==> src/rtl/dmem_bus_arbiter_pkg.sv <==
// Shared types for the data-memory bus arbiter: FSM states, owner tag, latched memory command.
// Latency: none (types and constants only).
// Backpressure: none.
package dmem_bus_arbiter_pkg;

    localparam int DMEM_W = 32;
    localparam logic [DMEM_W-1:0] ARB_ABORT_DATA = 32'hDEADBEEF;

    typedef enum logic [1:0] {
        IDLE = 2'd0,
        REQ  = 2'd1,
        RESP = 2'd2
    } type_arb_state_e;

    typedef enum logic {
        OWN_CORE = 1'b0,
        OWN_UART = 1'b1
    } type_arb_owner_e;

    typedef struct packed {
        logic              we;
        logic [DMEM_W-1:0] addr;
        logic [DMEM_W-1:0] wdata;
        logic [3:0]        be;
    } type_mem_cmd_s;

endpackage

==> src/rtl/dmem_bus_arbiter_watchdog.sv <==
// Transaction watchdog: aborts a REQ+RESP phase that runs TIMEOUT_CYC cycles, sticky arb_err (DMEM_ARB_TIMEOUT_EN).
// Latency: abort is combinational in the last allowed cycle; arb_err rises the cycle after.
// Backpressure: none; counts while active, clears whenever the arbiter is idle.
`ifdef DMEM_ARB_TIMEOUT_EN
module dmem_bus_arbiter_watchdog #(
    parameter int TIMEOUT_CYC = 16
) (
    input  logic clk,
    input  logic rst,
    input  logic active,
    input  logic resp_fire,
    output logic abort,
    output logic arb_err
);
    localparam int CW = $clog2(TIMEOUT_CYC + 1);
    localparam logic [CW-1:0] LAST = CW'(TIMEOUT_CYC - 1);

    logic [CW-1:0] cnt;

    // The grant cycle counts as cycle 1, so done lands TIMEOUT_CYC cycles after the request.
    assign abort = active && !resp_fire && (cnt == LAST);

    always_ff @(posedge clk or negedge rst) begin
        if (!rst) begin
            cnt     <= CW'(1);
            arb_err <= 1'b0;
        end else begin
            cnt <= active ? cnt + CW'(1) : CW'(1);
            if (abort) arb_err <= 1'b1;
        end
    end
endmodule
`endif

==> src/rtl/dmem_bus_arbiter.sv <==
// Shares one data-memory/MMIO port between CORE and UART, one transaction in flight; watchdog under DMEM_ARB_TIMEOUT_EN.
// Latency: request seen cycle 0, mem_req cycle 1, done pulse the cycle after mem_rvalid (cycle 3 minimum).
// Backpressure: mem_req and command held until mem_gnt; CORE stalled until core_done; UART waits (starvation-bounded).
module dmem_bus_arbiter
    import dmem_bus_arbiter_pkg::*;
#(
    parameter int BUS_WIDTH    = 32,
    parameter int STARVE_LIMIT = 8,
    parameter int TIMEOUT_CYC  = 16
) (
    input  logic                 clk,
    input  logic                 rst,
    input  logic                 core_req,
    input  logic                 core_we,
    input  logic [BUS_WIDTH-1:0] core_addr,
    input  logic [BUS_WIDTH-1:0] core_wdata,
    input  logic [3:0]           core_be,
    output logic [BUS_WIDTH-1:0] core_rdata,
    output logic                 core_done,
    output logic                 core_stall,
    input  logic                 uart_req,
    input  logic                 uart_we,
    input  logic [BUS_WIDTH-1:0] uart_addr,
    input  logic [BUS_WIDTH-1:0] uart_wdata,
    output logic [BUS_WIDTH-1:0] uart_rdata,
    output logic                 uart_done,
    output logic                 mem_req,
    output logic                 mem_we,
    output logic [BUS_WIDTH-1:0] mem_addr,
    output logic [BUS_WIDTH-1:0] mem_wdata,
    output logic [3:0]           mem_be,
    input  logic                 mem_gnt,
    input  logic                 mem_rvalid,
    input  logic [BUS_WIDTH-1:0] mem_rdata,
    output logic                 arb_err
);
    localparam int SW = $clog2(STARVE_LIMIT + 1);
    localparam logic [SW-1:0] STARVE_MAX = SW'(STARVE_LIMIT);

    type_arb_state_e      state, state_nxt;
    type_arb_owner_e      owner;
    type_mem_cmd_s        cmd;
    logic [SW-1:0]        starve, starve_nxt;
    logic                 grant_core, grant_uart, uart_wait;
    logic                 resp_fire, abort, fin;
    logic [BUS_WIDTH-1:0] fin_dat;

    assign grant_uart = (state == IDLE) && uart_req && (!core_req || starve == STARVE_MAX);
    assign grant_core = (state == IDLE) && core_req && !grant_uart;
    assign uart_wait  = uart_req && !(owner == OWN_UART && state != IDLE);
    assign resp_fire  = (state == RESP) && mem_rvalid;
    assign fin        = resp_fire || abort;
    assign fin_dat    = resp_fire ? mem_rdata : ARB_ABORT_DATA;

    always_comb begin
        state_nxt = state;
        case (state)
            IDLE:    if (grant_core || grant_uart) state_nxt = REQ;
            REQ:     if (abort) state_nxt = IDLE;
                     else if (mem_gnt) state_nxt = RESP;
            RESP:    if (fin) state_nxt = IDLE;
            default: state_nxt = IDLE;
        endcase
    end

    always_comb begin
        starve_nxt = starve;
        if (grant_uart || !uart_req)
            starve_nxt = '0;
        else if (uart_wait && starve != STARVE_MAX)
            starve_nxt = starve + SW'(1);
    end

    always_ff @(posedge clk or negedge rst) begin
        if (!rst) begin
            state      <= IDLE;
            owner      <= OWN_CORE;
            cmd        <= '0;
            starve     <= '0;
            core_done  <= 1'b0;
            uart_done  <= 1'b0;
            core_rdata <= '0;
            uart_rdata <= '0;
        end else begin
            state     <= state_nxt;
            starve    <= starve_nxt;
            core_done <= fin && (owner == OWN_CORE);
            uart_done <= fin && (owner == OWN_UART);
            if (grant_core) begin
                owner <= OWN_CORE;
                cmd   <= '{we: core_we, addr: core_addr, wdata: core_wdata, be: core_be};
            end else if (grant_uart) begin
                owner <= OWN_UART;
                cmd   <= '{we: uart_we, addr: uart_addr, wdata: uart_wdata, be: 4'hF};
            end
            if (fin && owner == OWN_CORE) core_rdata <= fin_dat;
            if (fin && owner == OWN_UART) uart_rdata <= fin_dat;
        end
    end

    assign mem_req    = (state == REQ);
    assign mem_we     = cmd.we;
    assign mem_addr   = cmd.addr;
    assign mem_wdata  = cmd.wdata;
    assign mem_be     = cmd.be;
    assign core_stall = core_req && !core_done;

`ifdef DMEM_ARB_TIMEOUT_EN
    dmem_bus_arbiter_watchdog #(
        .TIMEOUT_CYC (TIMEOUT_CYC)
    ) u_watchdog (
        .clk       (clk),
        .rst       (rst),
        .active    (state != IDLE),
        .resp_fire (resp_fire),
        .abort     (abort),
        .arb_err   (arb_err)
    );
`else
    logic [31:0] unused_timeout_cyc;
    assign unused_timeout_cyc = TIMEOUT_CYC;
    assign abort   = 1'b0;
    assign arb_err = 1'b0;
`endif

endmodule

==> config.mk <==
export PLATFORM = sky130hd
export DESIGN_NAME = dmem_bus_arbiter
export DESIGN_NICKNAME = d
export VERILOG_FILES = /design/src/rtl/dmem_bus_arbiter_pkg.sv /design/src/rtl/dmem_bus_arbiter_watchdog.sv /design/src/rtl/dmem_bus_arbiter.sv
export SDC_FILE = /design/constraint.sdc
export NUM_CORES = 1
export LEC_CHECK = 0
export CAP_MARGIN = 20
export CORE_MARGIN = 1
export CORE_UTILIZATION = 40
export DETAILED_ROUTE_END_ITERATION = 8
export HOLD_SLACK_MARGIN = 0.02
export PLACE_DENSITY = 0.87
export SETUP_SLACK_MARGIN = 0.5
export SLEW_MARGIN = 5
export SYNTH_ARGS = -nofsm -noshare
export SYNTH_HDL_FRONTEND = slang
export SYNTH_SLANG_ARGS = --single-unit
==> constraint.sdc <==
create_clock -name clk -period 2.15 [get_ports clk]
set_input_delay 0.43 -clock clk [delete_from_list [all_inputs] [get_ports clk]]
set_output_delay 0.43 -clock clk [all_outputs]
set_load 0.005 [all_outputs]
==> impl_metrics.ini, run 1 <==
[status]
status = complete, no violations

[global_routing]
grt_pass1_vias = 5981
use_met3_pct = 9.66
grt_usage_pct = 29.4
use_met2_pct = 51.1
top_usage_layer = met2
grt_max_degree = 59
antenna_found_initial = 1
grt_first_pass_wirelength_um = 34700
use_met1_pct = 33.2
grt-ovfl-total = 0

[logic_synthesis]
synth-adder-area-share_pct = 0.416
synth-compound-area-share_pct = 21.4
synth_cell_type_count = 34
synth_area_sq_um = 6010
synthXorXnorAreaFrac_pct = 0
synth_top_family_by_area = compound AO/OA/AOI/OAI gates
async_flop_share_pct = 100
synthFlopType = dfrtp_1
yosys_warnings = 0
synthMuxAreaShare_pct = 12.0
synth_nets = 594
synth-edff-count = 0
synthDominantCellAreaShare_pct = 59.1
synth-seq-area-share_pct = 59.1
synthTopCellsByCount = dfrtp_1 (142), a21boi_0 (65), a221o_1 (65), mux2_2 (59), clkbuf_1 (15)
synth-simple-area-share_pct = 2.73
yosys_register_bits = 142
synth_area_leader_cell = dfrtp_1
syn_area_per_cell_sq_um = 14.3
synth_area_leaders = dfrtp_1 (59%), mux2_2 (11%), a221o_1 (11%)
syn-instance-count = 420
yosysMostFrequentCell = dfrtp_1

[place]
io_buffer_count = 308
place_ws_ns = -0.0121
placed_cells = 887
gp_congestion = 0.806
place_hpwl_um = 13300
postPlaceCellArea_sq_um = 9270

[timing]
grt_setup_unrepaired = true
setup_viol = 0
fmax_mhz = 549
fin_crit_sh_pct = 84.8
setup_slack_ns = 0.327
drv_slew = 0
hold_viol = 0
period_needed_ns = 1.82
fin_skew_ns = 0.0136

[worst_hold_path]
min_path_type = in -> async

[die]
die_h_um = 125
io_pins = 310
dieArea_sq_um = 15500
coreArea_sq_um = 14600
initial_utilization_pct = 41.2
row_count = 44
die_w_um = 125

[routing]
avgRoutedWirePerCell_um = 23.5
route.detailed.drc = 0
wl_um = 23200
ant_nets = 0
drt_iter0_markers = 214
avgViaCountPerCell = 5.61
vias = 5525
dr.pass1.iters = 6

[critical_path]
rr_startpoint = starve[0]
slowest_delay_ns = 0.40
arrival_ns = 2.18
crit_buf_inv = 5
r2r_slack_ns = 0.33
reg2reg_to = mem_addr[24]
critical_path.cell_chain = inv_2 -> ha_4 -> nand3b_4 -> a2111oi_4 -> buf_4 -> buf_6 -> buf_12 -> buf_16 -> a221o_1
cp_top_family = buffers and inverters
cp.required_ns = 2.51
ff2ff_path_depth = 9
cp-end-kind = register
startpoint_type = register
path_max_fanout = 7
criticalPathCategory = reg -> reg
slowest_stage = dfrtp_1

[final_layout]
multi_input_area_sq_um = 2420
syn_to_final_growth_pct = 77.5
nNetsFinal = 961
fill_cells = 991
instances_no_fill = 985
design_area_sq_um = 10700
seqCellArea_sq_um = 3560
drive_gt1_share_pct = 24.1
fin_util_pct = 73.2

[cts]
cts.sinks = 142
cts_tree = built
htree_num_levels = 4
cts.path.max_buffers = 2
clockRootBuffer = clkbuf_16
clkLatencyLatePin_ns = 0.43
cts_inserted_buffers = 17
clk_pin_slew_ns = 0.06

[run]
cap_violations = 0

[pwr]
power_density_nw_per_um2 = 1310
leakagePower_nw = 4.90
power.total_mw = 13.9
peakVddDrop_v = 0.000826
## logic make-up (layout without fill, tap and decap cells)
kind of cell | Yosys count | after routing
compound gates | 148 | 148
fa+ha+maj | 2 | 2
buf+inv | 42 | 417
flops | 142 | 142
mux | 64 | 64
other cells | 1 | 2
simple gates | 21 | 26
## where the power goes
part / internal [mW] / switching, mW
Clock: 1.64 / 1.23
Sequential: 3.94 / 0.689
Combinational: 3.87 / 2.56
Total: 9.45 / 4.49
## layout by cell type (no fill, tap or decap), types with 2 or more instances in the layout
master           count
o21ai_0              6
inv_2                3
inv_6                4
clkdlybuf4s50_1    169
clkinvlp_4           3
o22a_1               4
a21boi_0            65
buf_12              12
dlygate4sd2_1      136
dfrtp_1            140
mux2_4              32
a221o_1             65
dfrtp_2              2
ha_4                 2
buf_16               8
buf_6                7
clkbuf_16           20
nand3_1              3
clkinv_4             5
mux2_2              32
nand2_1              2
and3_4               5
a221oi_1             3
inv_1                3
buf_4               39
nand4b_1             2
## how the worst max path moves through the flow
stage / start / cells after the start / slack, ns / end
2_1_floorplan: starve[0] / 7 / 0.50 / mem_addr[0]
3_3_place_gp: core_req / 4 / 0.07 / mem_addr[7]
3_5_place_dp: uart_req / 5 / -0.01 / mem_wdata[28]
4_1_cts: starve[0] / 9 / 0.38 / mem_addr[8]
5_1_grt: starve[0] / 9 / 0.29 / mem_addr[24]
6_report: starve[0] / 9 / 0.33 / mem_addr[24]
## state kept, by name (all words and copies together) (netlist names), 2 cells and up
signal / flops
core_rdata: 32
mem_addr: 32
mem_be: 4
mem_wdata: 32
starve: 4
state: 2
uart_rdata: 32
## worst reg2reg max path, cell delays in order (launching register included)
cell	delay (ns)
dfrtp_1	0.40
inv_2	0.09
ha_4	0.15
nand3b_4	0.09
a2111oi_4	0.33
buf_4	0.17
buf_6	0.12
buf_12	0.12
buf_16	0.13
a221o_1	0.17
## per-stage QoR
stage / setup TNS (ns) / hold WS [ns]
3_5_place_dp: -0.0121 / 0.391
3_3_place_gp: 0 / 0.389
5_1_grt: 0 / 0.515
2_1_floorplan: 0 / 0.134
4_1_cts: 0 / 0.485
6_report: 0 / 0.498
## layer usage
layer / part of all wire, % / vias to the layer above / wire length, um
met1: 37 / 2806 / 8570
met2: 51 / 304 / 11900
met4: 2.9 / 0 / 674
met5: 0 / - / 0
li1: - / 2372 / -
met3: 8.7 / 43 / 2010
## final cells by class
cell class | instances | area share (%)
flip-flops and latches | 142 | 33.3
repair buffers | 379 | 36.2
multi-input cells | 241 | 22.7
well taps | 184 | 2.16
clock buffers | 19 | 4.15
diodes | 1 | 0.0234
clock inverters | 13 | 1.23
inverters | 6 | 0.211
## repair_timing
action	4_1_cts	5_1_grt
gates cloned	14	3
hold endpoints to repair	42	0
resized for setup	163	45
pin swaps	5	9
buffers inserted	43	4
setup endpoints to repair	236	103
hold buffers	1	0
Power figures use the tool's default switching activity.
==> run 2: changes to the inputs <==
Clock period 2.15 ns to 1.8 ns, I/O delays scaled along.
==> run 2 against run 1 <==
- total power up 28%
- first-iteration DRC count rose by 64%
- largest power group unchanged
- via count increased by 3.0%
- combinational power rose by 32%
- fmax up 4.6%
==> impl_metrics.ini, run 2 (synthesized netlist as in run 1, its figures left out) <==
[status]
status = complete, no violations

[global_routing]
grt_first_pass_wirelength_um = 32900
use_met3_pct = 6.31
grt-ovfl-total = 0
grt_usage_pct = 27.8
use_met2_pct = 49.7
antenna_found_initial = 0
grt_max_degree = 53
top_usage_layer = met2
grt_pass1_vias = 5829
use_met1_pct = 31.7

[critical_path]
cp-end-kind = register
cp.required_ns = 2.10
criticalPathCategory = reg -> reg
startpoint_type = register
arrival_ns = 2.04
path_max_fanout = 8
r2r_slack_ns = 0.06
critical_path.startpoint = state[0]
rr_startpoint = state[0]

[pwr]
power_density_nw_per_um2 = 1660
p_switching_mw = 5.88
p_int_mw = 11.9
p_comb_share_pct = 47.7
leakagePower_nw = 5.05
pwr-share-clk_pct = 20.4
switching_share_pct = 33.0
power.total_mw = 17.8
peakVddDrop_v = 0.000858
seq_power_share_pct = 32.0

[timing]
period_needed_ns = 1.74
totalNegativeSetupSlack_ns = 0
grt_setup_unrepaired = true
fmax_mhz = 574
hold_viol = 0
fin_crit_sh_pct = 96.8
setup_viol = 0
setup_slack_ns = 0.0578
drv_slew = 0
fin_skew_ns = 0.00940

[die]
initial_utilization_pct = 41.2
row_count = 44
coreArea_sq_um = 14600
die_w_um = 125
io_pins = 310
dieArea_sq_um = 15500
die_h_um = 125

[routing]
wl_um = 24300
route.detailed.drc = 0
vias = 5689
drt_iter0_markers = 350
avgViaCountPerCell = 5.61
dr.pass1.iters = 5
ant_nets = 0
avgRoutedWirePerCell_um = 24.0

[cts]
cts.sinks = 142
cts.path.max_buffers = 2
clkLatencyLatePin_ns = 0.42
clockRootBuffer = clkbuf_16
htree_num_levels = 4
clk_pin_slew_ns = 0.07
cts_inserted_buffers = 17
cts_tree = built

[final_layout]
nNetsFinal = 991
final_common_cell = clkdlybuf4s50_1
diodes = 0
syn_to_final_growth_pct = 77.8
drive_gt1_share_pct = 43.9
mostFrequentLayoutCells = clkdlybuf4s50_1 (169), dfrtp_1 (140), clkbuf_2 (116)

[place]
place_ws_ns = -0.224
io_buffer_count = 308
place_hpwl_um = 14100
gp_congestion = 0.840

[run]
cap_violations = 0

[worst_hold_path]
min_path_type = in -> async
==> run 2: critical path, cell delays in order, from the launching register on <==
cell and delay, ns:
dfrtp_2 0.42, buf_6 0.14, nand2b_4 0.15, nor3b_4 0.18
buf_6 0.20, buf_16 0.17, mux2_2 0.35
==> run 2: final cells by class <==
type / instances / area (sq um)
inverter: 6 / 22.5
timing repair buffer: 414 / 3740
fill: 921 / 3900
clock buffer: 17 / 425
sequential: 142 / 3560
multi-input combinational: 236 / 2530
tap: 184 / 230
clock inverter: 15 / 176
==> run 2: through the flow <==
stage | instance area [sq um] | utilization [%] | hold slack (ns) | std cells
5_1_grt | 10700 | 73.3 | 0.496 | 1014
6_report | 10700 | 73.3 | 0.468 | 1014
2_1_floorplan | 6100 | - | 0.0644 | 420
3_3_place_gp | 9370 | 64.3 | 0.303 | 893
4_1_cts | 10300 | 70.8 | 0.432 | 951
3_5_place_dp | 9370 | 64.3 | 0.308 | 893
==> run 2: power by group through the flow <==
stage               Sequential, mW  Clock (mW)  Combinational (mW)
floorplan                     5.59           0                2.91
finish                        5.69        3.62                8.48
detailed placement            5.63           0                7.13
CTS                           5.59        3.64                7.99
global placement              5.54           0                6.87
global route                  5.81        3.78                8.94
==> run 2: repair_timing <==
item | in CTS | in global routing
pin swaps | 10 | 11
resized for setup | 111 | 319
gates cloned | 7 | 10
hold buffers | 1 | 0
setup endpoints to repair | 276 | 278
buffers inserted | 18 | 53
endpoints found under the hold margin | 39 | 0
==> run 2: path summary, 6_finish.rpt <==
path | endpoint | cells after the start
worst max-delay path | core_rdata[0] | 6
worst min-delay path | core_rdata[10] | 2
worst max register to register | core_rdata[0] | 6
worst min register to register | mem_be[1] | 1
max in group asynchronous | core_rdata[31] | 3
min in group clk | mem_be[1] | 1
==> run 2: metal layers <==
layer | up-vias | wire [um]
met1 | 2871 | 9140
met4 | 0 | 868
met2 | 335 | 12800
li1 | 2420 | -
met5 | - | 0
met3 | 63 | 1510
